`config.mk`:
```
export PLATFORM = sky130hd
export DESIGN_NAME = present_dec_key_sched
export DESIGN_NICKNAME = d
export VERILOG_FILES = /design/src/rtl/present_dec_key_sched.sv
export SDC_FILE = /design/constraint.sdc
export NUM_CORES = 1
export LEC_CHECK = 0
export BUFFER_PORTS_ARGS = -buffer_cell sky130_fd_sc_hd__buf_2
export CAP_MARGIN = 20
export CORE_UTILIZATION = 40
export DETAILED_ROUTE_END_ITERATION = 6
export HOLD_SLACK_MARGIN = 0.12
export PLACE_DENSITY = 0.61
export REMOVE_ABC_BUFFERS = 1
export SLEW_MARGIN = 5
export SYNTH_ARGS = -nofsm -noshare
export SYNTH_HDL_FRONTEND = slang
export SYNTH_SLANG_ARGS = --single-unit
export TNS_END_PERCENT = 30
```
`constraint.sdc`:
```
create_clock -name clk -period 3.49 [get_ports clk]
set_clock_uncertainty 0.2 [all_clocks]
set_input_delay 0.698 -clock clk [delete_from_list [all_inputs] [get_ports clk]]
set_output_delay 0.698 -clock clk [all_outputs]
set_load 0.1 [all_outputs]
```
`src/rtl/present_dec_key_sched.sv`:
```
// PRESENT decryption round-key generator: runs the forward key schedule to K32,
// then walks the inverse schedule down to K1, one key per valid/ready transfer.
module present_dec_key_sched #(
  parameter int KEY_SIZE = 80
) (
  input  logic                clk,
  input  logic                reset_n,
  input  logic                start,
  input  logic                abort,
  input  logic [KEY_SIZE-1:0] key_in,
  input  logic                rk_ready,
  output logic                rk_valid,
  output logic [63:0]         rk_out,
  output logic [5:0]          rk_idx,
  output logic                rk_last,
  output logic                busy,
  output logic                done
);

  // Handshake: a key moves on every rising edge where rk_valid && rk_ready;
  // rk_valid, rk_out and rk_idx never depend on rk_ready within a cycle.

  typedef enum logic [1:0] {
    ST_IDLE    = 2'd0,
    ST_PRECOMP = 2'd1,
    ST_RUN     = 2'd2,
    ST_DONE    = 2'd3
  } state_e;

  localparam logic [3:0] SBOX [16] = '{
    4'hC, 4'h5, 4'h6, 4'hB, 4'h9, 4'h0, 4'hA, 4'hD,
    4'h3, 4'hE, 4'hF, 4'h8, 4'h4, 4'h7, 4'h1, 4'h2
  };
  localparam logic [3:0] SINV [16] = '{
    4'h5, 4'hE, 4'hF, 4'h8, 4'hC, 4'h1, 4'h2, 4'hD,
    4'hB, 4'h4, 4'h6, 4'h3, 4'h0, 4'h7, 4'h9, 4'hA
  };

  state_e              state_q, state_d;
  logic [KEY_SIZE-1:0] key_q, key_d;
  logic [4:0]          cnt_q, cnt_d;
  logic [KEY_SIZE-1:0] f_key, finv_key;

  // One forward step F(key_q, cnt_q) and one inverse step Finv(key_q, cnt_q).
  if (KEY_SIZE == 80) begin : g_k80
    logic [79:0] rot, x, y;
    always_comb begin
      rot      = {key_q[18:0], key_q[79:19]};
      f_key    = {SBOX[rot[79:76]], rot[75:20], rot[19:15] ^ cnt_q, rot[14:0]};
      x        = key_q;
      x[19:15] = key_q[19:15] ^ cnt_q;
      y        = {SINV[x[79:76]], x[75:0]};
      finv_key = {y[60:0], y[79:61]};
    end
  end else if (KEY_SIZE == 128) begin : g_k128
    logic [127:0] rot, x, y;
    always_comb begin
      rot      = {key_q[66:0], key_q[127:67]};
      f_key    = {SBOX[rot[127:124]], SBOX[rot[123:120]], rot[119:67],
                  rot[66:62] ^ cnt_q, rot[61:0]};
      x        = key_q;
      x[66:62] = key_q[66:62] ^ cnt_q;
      y        = {SINV[x[127:124]], SINV[x[123:120]], x[119:0]};
      finv_key = {y[60:0], y[127:61]};
    end
  end else begin : g_bad_key_size
    $error("present_dec_key_sched: KEY_SIZE must be 80 or 128");
  end

  always_ff @(posedge clk or negedge reset_n) begin
    if (!reset_n) begin
      state_q <= ST_IDLE;
      key_q   <= '0;
      cnt_q   <= '0;
    end else begin
      state_q <= state_d;
      key_q   <= key_d;
      cnt_q   <= cnt_d;
    end
  end

  always_comb begin
    state_d = state_q;
    key_d   = key_q;
    cnt_d   = cnt_q;
    if (abort) begin
      state_d = ST_IDLE;
    end else begin
      case (state_q)
        ST_IDLE: begin
          if (start) begin
            key_d   = key_in;
            cnt_d   = 5'd1;
            state_d = ST_PRECOMP;
          end
        end
        ST_PRECOMP: begin
          key_d = f_key;
          if (cnt_q == 5'd31) state_d = ST_RUN;
          else                cnt_d   = cnt_q + 5'd1;
        end
        ST_RUN: begin
          // cnt_q == 0 means K1 is on the bus (index = cnt + 1).
          if (rk_ready) begin
            if (cnt_q == 5'd0) begin
              state_d = ST_DONE;
            end else begin
              key_d = finv_key;
              cnt_d = cnt_q - 5'd1;
            end
          end
        end
        ST_DONE: state_d = ST_IDLE;
        default: state_d = ST_IDLE;
      endcase
    end
  end

  assign rk_valid = (state_q == ST_RUN);
  assign rk_out   = key_q[KEY_SIZE-1 -: 64];
  assign rk_idx   = rk_valid ? ({1'b0, cnt_q} + 6'd1) : 6'd0;
  assign rk_last  = rk_valid && (cnt_q == 5'd0);
  assign busy     = (state_q != ST_IDLE);
  assign done     = (state_q == ST_DONE);

endmodule

```
==> flow_summary.html <==
<table>
<tr><th>Metric</th><th>Value</th></tr>
<tr><th colspan="2">Setup path</th></tr>
<tr><td>Capturing element type of the critical path</td><td>output port</td></tr>
<tr><td>Destination of the worst register-to-register timing path</td><td>cnt_q[4]</td></tr>
<tr><td>CP Class</td><td>register to output port</td></tr>
<tr><td>Startpoint of the worst register-to-register path</td><td>state_q[0]</td></tr>
<tr><td>Count of buffering cells on the critical path with inverters included</td><td>3</td></tr>
<tr><td>Data required time at the worst endpoint</td><td>2.59 ns</td></tr>
<tr><td>Maximum fanout count along the critical path</td><td>13</td></tr>
<tr><td>Nature of the critical path startpoint</td><td>register</td></tr>
<tr><td>FF-to-FF setup slack</td><td>0.74 ns</td></tr>
<tr><td>Largest stage delay on the critical path</td><td>0.45 ns</td></tr>
<tr><td>Largest delay contributor family on the critical path</td><td>buffers and inverters</td></tr>
<tr><td>Cells on worst reg2reg path</td><td>8</td></tr>
<tr><td>Arrival time of data at the critical path endpoint</td><td>2.33 ns</td></tr>
<tr><td>Cell Chain, Critical Path</td><td>inv_1, ha_1, inv_1, nor2_1, buf_2</td></tr>
<tr><td>Cell repeated most along the worst path</td><td>sky130_fd_sc_hd__inv_1</td></tr>
<tr><td>Slowest-stage cell, CP</td><td>sky130_fd_sc_hd__dfrtp_1</td></tr>
<tr><th colspan="2">Global route</th></tr>
<tr><td>Wire length of the first global-routing pass</td><td>24100 um</td></tr>
<tr><td>Total global-route track usage</td><td>20.3%</td></tr>
<tr><td>Most crowded layer after global routing</td><td>met2</td></tr>
<tr><td>Gr ovfl total</td><td>0</td></tr>
<tr><td>Maximum number of pins on one net before global-route repair</td><td>83</td></tr>
<tr><td>Met1 layer usage reported by global route</td><td>27.9%</td></tr>
<tr><td>GR Layer Usage met2</td><td>30.5%</td></tr>
<tr><td>Antenna violations before repair</td><td>0</td></tr>
<tr><td>Number of global-route vias before repair</td><td>4739</td></tr>
<tr><td>Global Route met3 Usage</td><td>6.27%</td></tr>
<tr><th colspan="2">Floorplan</th></tr>
<tr><td>Ports placed on the boundary</td><td>159</td></tr>
<tr><td>Horizontal die dimension</td><td>124 um</td></tr>
<tr><td>Core region area</td><td>14500 um^2</td></tr>
<tr><td>Overall die area</td><td>15300 um^2</td></tr>
<tr><td>Vertical extent of the die</td><td>124 um</td></tr>
<tr><td>FP Rows</td><td>44</td></tr>
<tr><td>Initial Util</td><td>40.9%</td></tr>
<tr><th colspan="2">Logic synthesis</th></tr>
<tr><td>Sequential element share of the synthesized area</td><td>36.6%</td></tr>
<tr><td>Flip-flop and latch count after synthesis</td><td>87</td></tr>
<tr><td>Proportion of synthesized flip-flops having asynchronous set or reset</td><td>100%</td></tr>
<tr><td>Count of yosys warnings during synthesis</td><td>0</td></tr>
<tr><td>Top_reg_cell synth</td><td>sky130_fd_sc_hd__dfrtp_1</td></tr>
<tr><td>Largest cells by area after synthesis</td><td>sky130_fd_sc_hd__dfrtp_1 (37%), sky130_fd_sc_hd__o21ai_0 (13%), sky130_fd_sc_hd__nand2_1 (11%)</td></tr>
<tr><td>Cell type with the largest total area after synthesis</td><td>sky130_fd_sc_hd__dfrtp_1</td></tr>
<tr><td>Number of distinct library cells after synthesis</td><td>42</td></tr>
<tr><td>Number of enable-type register cells in the synthesized netlist</td><td>0</td></tr>
<tr><td>Area of the mapped netlist</td><td>5940 um^2</td></tr>
<tr><td>Synthesized instance count</td><td>742</td></tr>
<tr><td>Portion of synthesized cell area occupied by the leading cell type</td><td>36.6%</td></tr>
<tr><td>Average size of a mapped cell</td><td>8.01 um^2</td></tr>
<tr><th colspan="2">Routing</th></tr>
<tr><td>Total iterations of the first detailed-routing run</td><td>5</td></tr>
<tr><td>WL per Instance</td><td>15.5 um</td></tr>
<tr><td>Final wirelength</td><td>15100 um</td></tr>
<tr><td>Count of vias placed by the detailed router</td><td>5227</td></tr>
<tr><td>Initial DRC Count</td><td>344</td></tr>
<tr><td>Number of nets with antenna violations after detailed routing</td><td>0</td></tr>
<tr><td>DRC violations left</td><td>0</td></tr>
<tr><td>Average vias per placed instance</td><td>5.34</td></tr>
<tr><th colspan="2">Clock network</th></tr>
<tr><td>Root cell of the clock tree</td><td>sky130_fd_sc_hd__clkbuf_16</td></tr>
<tr><td>Sinks on Clock Net</td><td>87</td></tr>
<tr><td>Clock Latency Late Sink</td><td>0.35 ns</td></tr>
<tr><td>Buffer depth of the longest clock path</td><td>2</td></tr>
<tr><td>Hold buffer count at CTS</td><td>0</td></tr>
<tr><td>Number of buffers inserted to repair setup after CTS</td><td>0</td></tr>
<tr><td>Maximum level of the CTS H-tree</td><td>3</td></tr>
<tr><td>Cts bufs inserted</td><td>9</td></tr>
<tr><td>Clock Pin Slew Worst Setup and Hold Paths</td><td>0.06 ns</td></tr>
<tr><td>TritonCTS clock tree</td><td>done</td></tr>
<tr><td>Post-CTS Resized</td><td>0</td></tr>
<tr><th colspan="2">STA</th></tr>
<tr><td>Crit share post-route</td><td>92.5%</td></tr>
<tr><td>Final setup vio count</td><td>0</td></tr>
<tr><td>Final number of hold-violating endpoints</td><td>0</td></tr>
<tr><td>Number of max-slew violations in the final report</td><td>0</td></tr>
<tr><td>Worst slew margin</td><td>50.1%</td></tr>
<tr><td>Tightest Pin Transition</td><td>0.749 ns</td></tr>
<tr><td>Minimum hold slack</td><td>0.157 ns</td></tr>
<tr><td>Unrepaired setup endpoints after global routing</td><td>no</td></tr>
<tr><td>Post-layout min period</td><td>3.23 ns</td></tr>
<tr><td>Min setup slack post-route</td><td>0.261 ns</td></tr>
<tr><td>Timing-limited maximum frequency</td><td>0.310 GHz</td></tr>
<tr><th colspan="2">Status</th></tr>
<tr><td>Status</td><td>completed</td></tr>
<tr><th colspan="2">Layout</th></tr>
<tr><td>Layout net count</td><td>897</td></tr>
<tr><td>Total inserted antenna cells</td><td>0</td></tr>
<tr><td>Flip-flop and latch area</td><td>2180 um^2</td></tr>
<tr><td>Post-Layout Cell Count</td><td>979</td></tr>
<tr><td>Layout cell share with drive strength beyond 1</td><td>23.5%</td></tr>
<tr><td>Post-layout util</td><td>45.3%</td></tr>
<tr><td>Area growth syn-to-layout</td><td>10.7%</td></tr>
<tr><td>Multi-input logic area</td><td>2960 um^2</td></tr>
<tr><td>Count of filler cells inserted in the layout</td><td>1459</td></tr>
<tr><th colspan="2">Place</th></tr>
<tr><td>Final HPWL from detailed placement</td><td>10200 um</td></tr>
<tr><td>Quantity of I/O buffers inserted on ports</td><td>158</td></tr>
<tr><td>Worst slack, placed</td><td>0.633 ns</td></tr>
<tr><td>Placed cell count</td><td>964</td></tr>
<tr><td>Final estimated routing congestion in global placement</td><td>0.828</td></tr>
<tr><th colspan="2">Job</th></tr>
<tr><td>Max-capacitance violation count</td><td>0</td></tr>
<tr><th colspan="2">Worst hold path</th></tr>
<tr><td>Classification of the worst-slack hold path</td><td>primary input to async pin</td></tr>
</table>
[final cells by class]
class | instances | share of cell area [%]
timing repair buffer | 166 | 13.7
sequential | 87 | 33.1
inverter | 13 | 0.742
multi-input combinational | 514 | 45.0
clock buffer | 11 | 3.54
tap | 184 | 3.50
clock inverter | 4 | 0.361
[logic make-up after synthesis]
logic type	Yosys count	share of synthesized area [%]
DFF	87	36.6
buffers and inverters	141	14.0
and+or+nand+nor	214	14.6
xor gates and xnor gates	18	2.65
AOI/OAI and AO/OA	253	25.8
adders and majority gates	21	4.42
muxes	8	1.98
[per-stage QoR]
stage	setup TNS (ns)	area, um^2
after detailed placement	0	6320
after CTS	0	6580
final	0	6580
after floorplan	-111.02	5160
after global placement	0	6320
after global routing	0	6580
[layer usage]
metal / share of wire (%) / vias to the layer above
met3: 8.4 / 17
met4: 1.7 / 0
met2: 44 / 181
met1: 46 / 2433
li1: - / 2596
met5: 0 / -
[worst register-to-register path: stages, from the launching register on]
cell	delay, ns
sky130_fd_sc_hd__dfrtp_1	0.45
sky130_fd_sc_hd__inv_1	0.17
sky130_fd_sc_hd__ha_1	0.45
sky130_fd_sc_hd__xor2_1	0.13
sky130_fd_sc_hd__ha_1	0.24
sky130_fd_sc_hd__nor3b_1	0.14
sky130_fd_sc_hd__a2111oi_0	0.39
sky130_fd_sc_hd__nor2_1	0.10
sky130_fd_sc_hd__o311ai_0	0.34
[cell usage in the layout (no fill, tap or decap), drive strengths merged]
cell type  count
ha            21
clkinv         4
nand2b         5
o31ai          4
a22o           1
clkbuf        11
o21ai        149
or4b           2
xnor2         10
a211o          1
nor2          19
xor2           8
a2111oi        1
inv           13
a21oi          9
and3           1
nor2b          1
o311ai         1
a311oi         4
nand2        172
o211ai         7
or3            1
o2111ai        1
a211oi         2
nor3           2
o22ai          1
nand4          1
mux2i          5
dfrtp         87
buf          166
a21boi         1
nor4           1
a21o           4
mux4           3
nor3b          2
a22oi         67
nand3          5
and2           2
[sequential cells by signal, indices dropped and copies added (netlist names)]
register,flops
state_q,2
cnt_q,5
key_q,80
[how the worst max path moves through the flow]
stage | start | to | slack (ns) | cells after the start
final | state_q[0] | rk_idx[2] | 0.26 | 5
after global routing | state_q[0] | rk_idx[2] | 0.12 | 5
after CTS | state_q[0] | rk_idx[3] | 0.25 | 5
after detailed placement | state_q[0] | rk_idx[3] | 0.63 | 5
after global placement | state_q[0] | rk_idx[3] | 0.70 | 5
after floorplan | state_q[0] | cnt_q[3] | -1.40 | 7
[synth_stat cells (7+ instances only)]
cell                       instances
sky130_fd_sc_hd__o21ai_0         149
sky130_fd_sc_hd__dfrtp_1          87
sky130_fd_sc_hd__o211ai_1          7
sky130_fd_sc_hd__nand2_1         172
sky130_fd_sc_hd__buf_1             7
sky130_fd_sc_hd__nor2_1           19
sky130_fd_sc_hd__a22oi_1          67
sky130_fd_sc_hd__xor2_1            8
sky130_fd_sc_hd__buf_4            73
sky130_fd_sc_hd__xnor2_1          10
sky130_fd_sc_hd__a21oi_1           9
sky130_fd_sc_hd__clkbuf_1         42
sky130_fd_sc_hd__inv_1            13
sky130_fd_sc_hd__ha_1             21
Power is not shown: default switching activity piles up to over one toggle a cycle in this logic, so the estimate is an artifact.
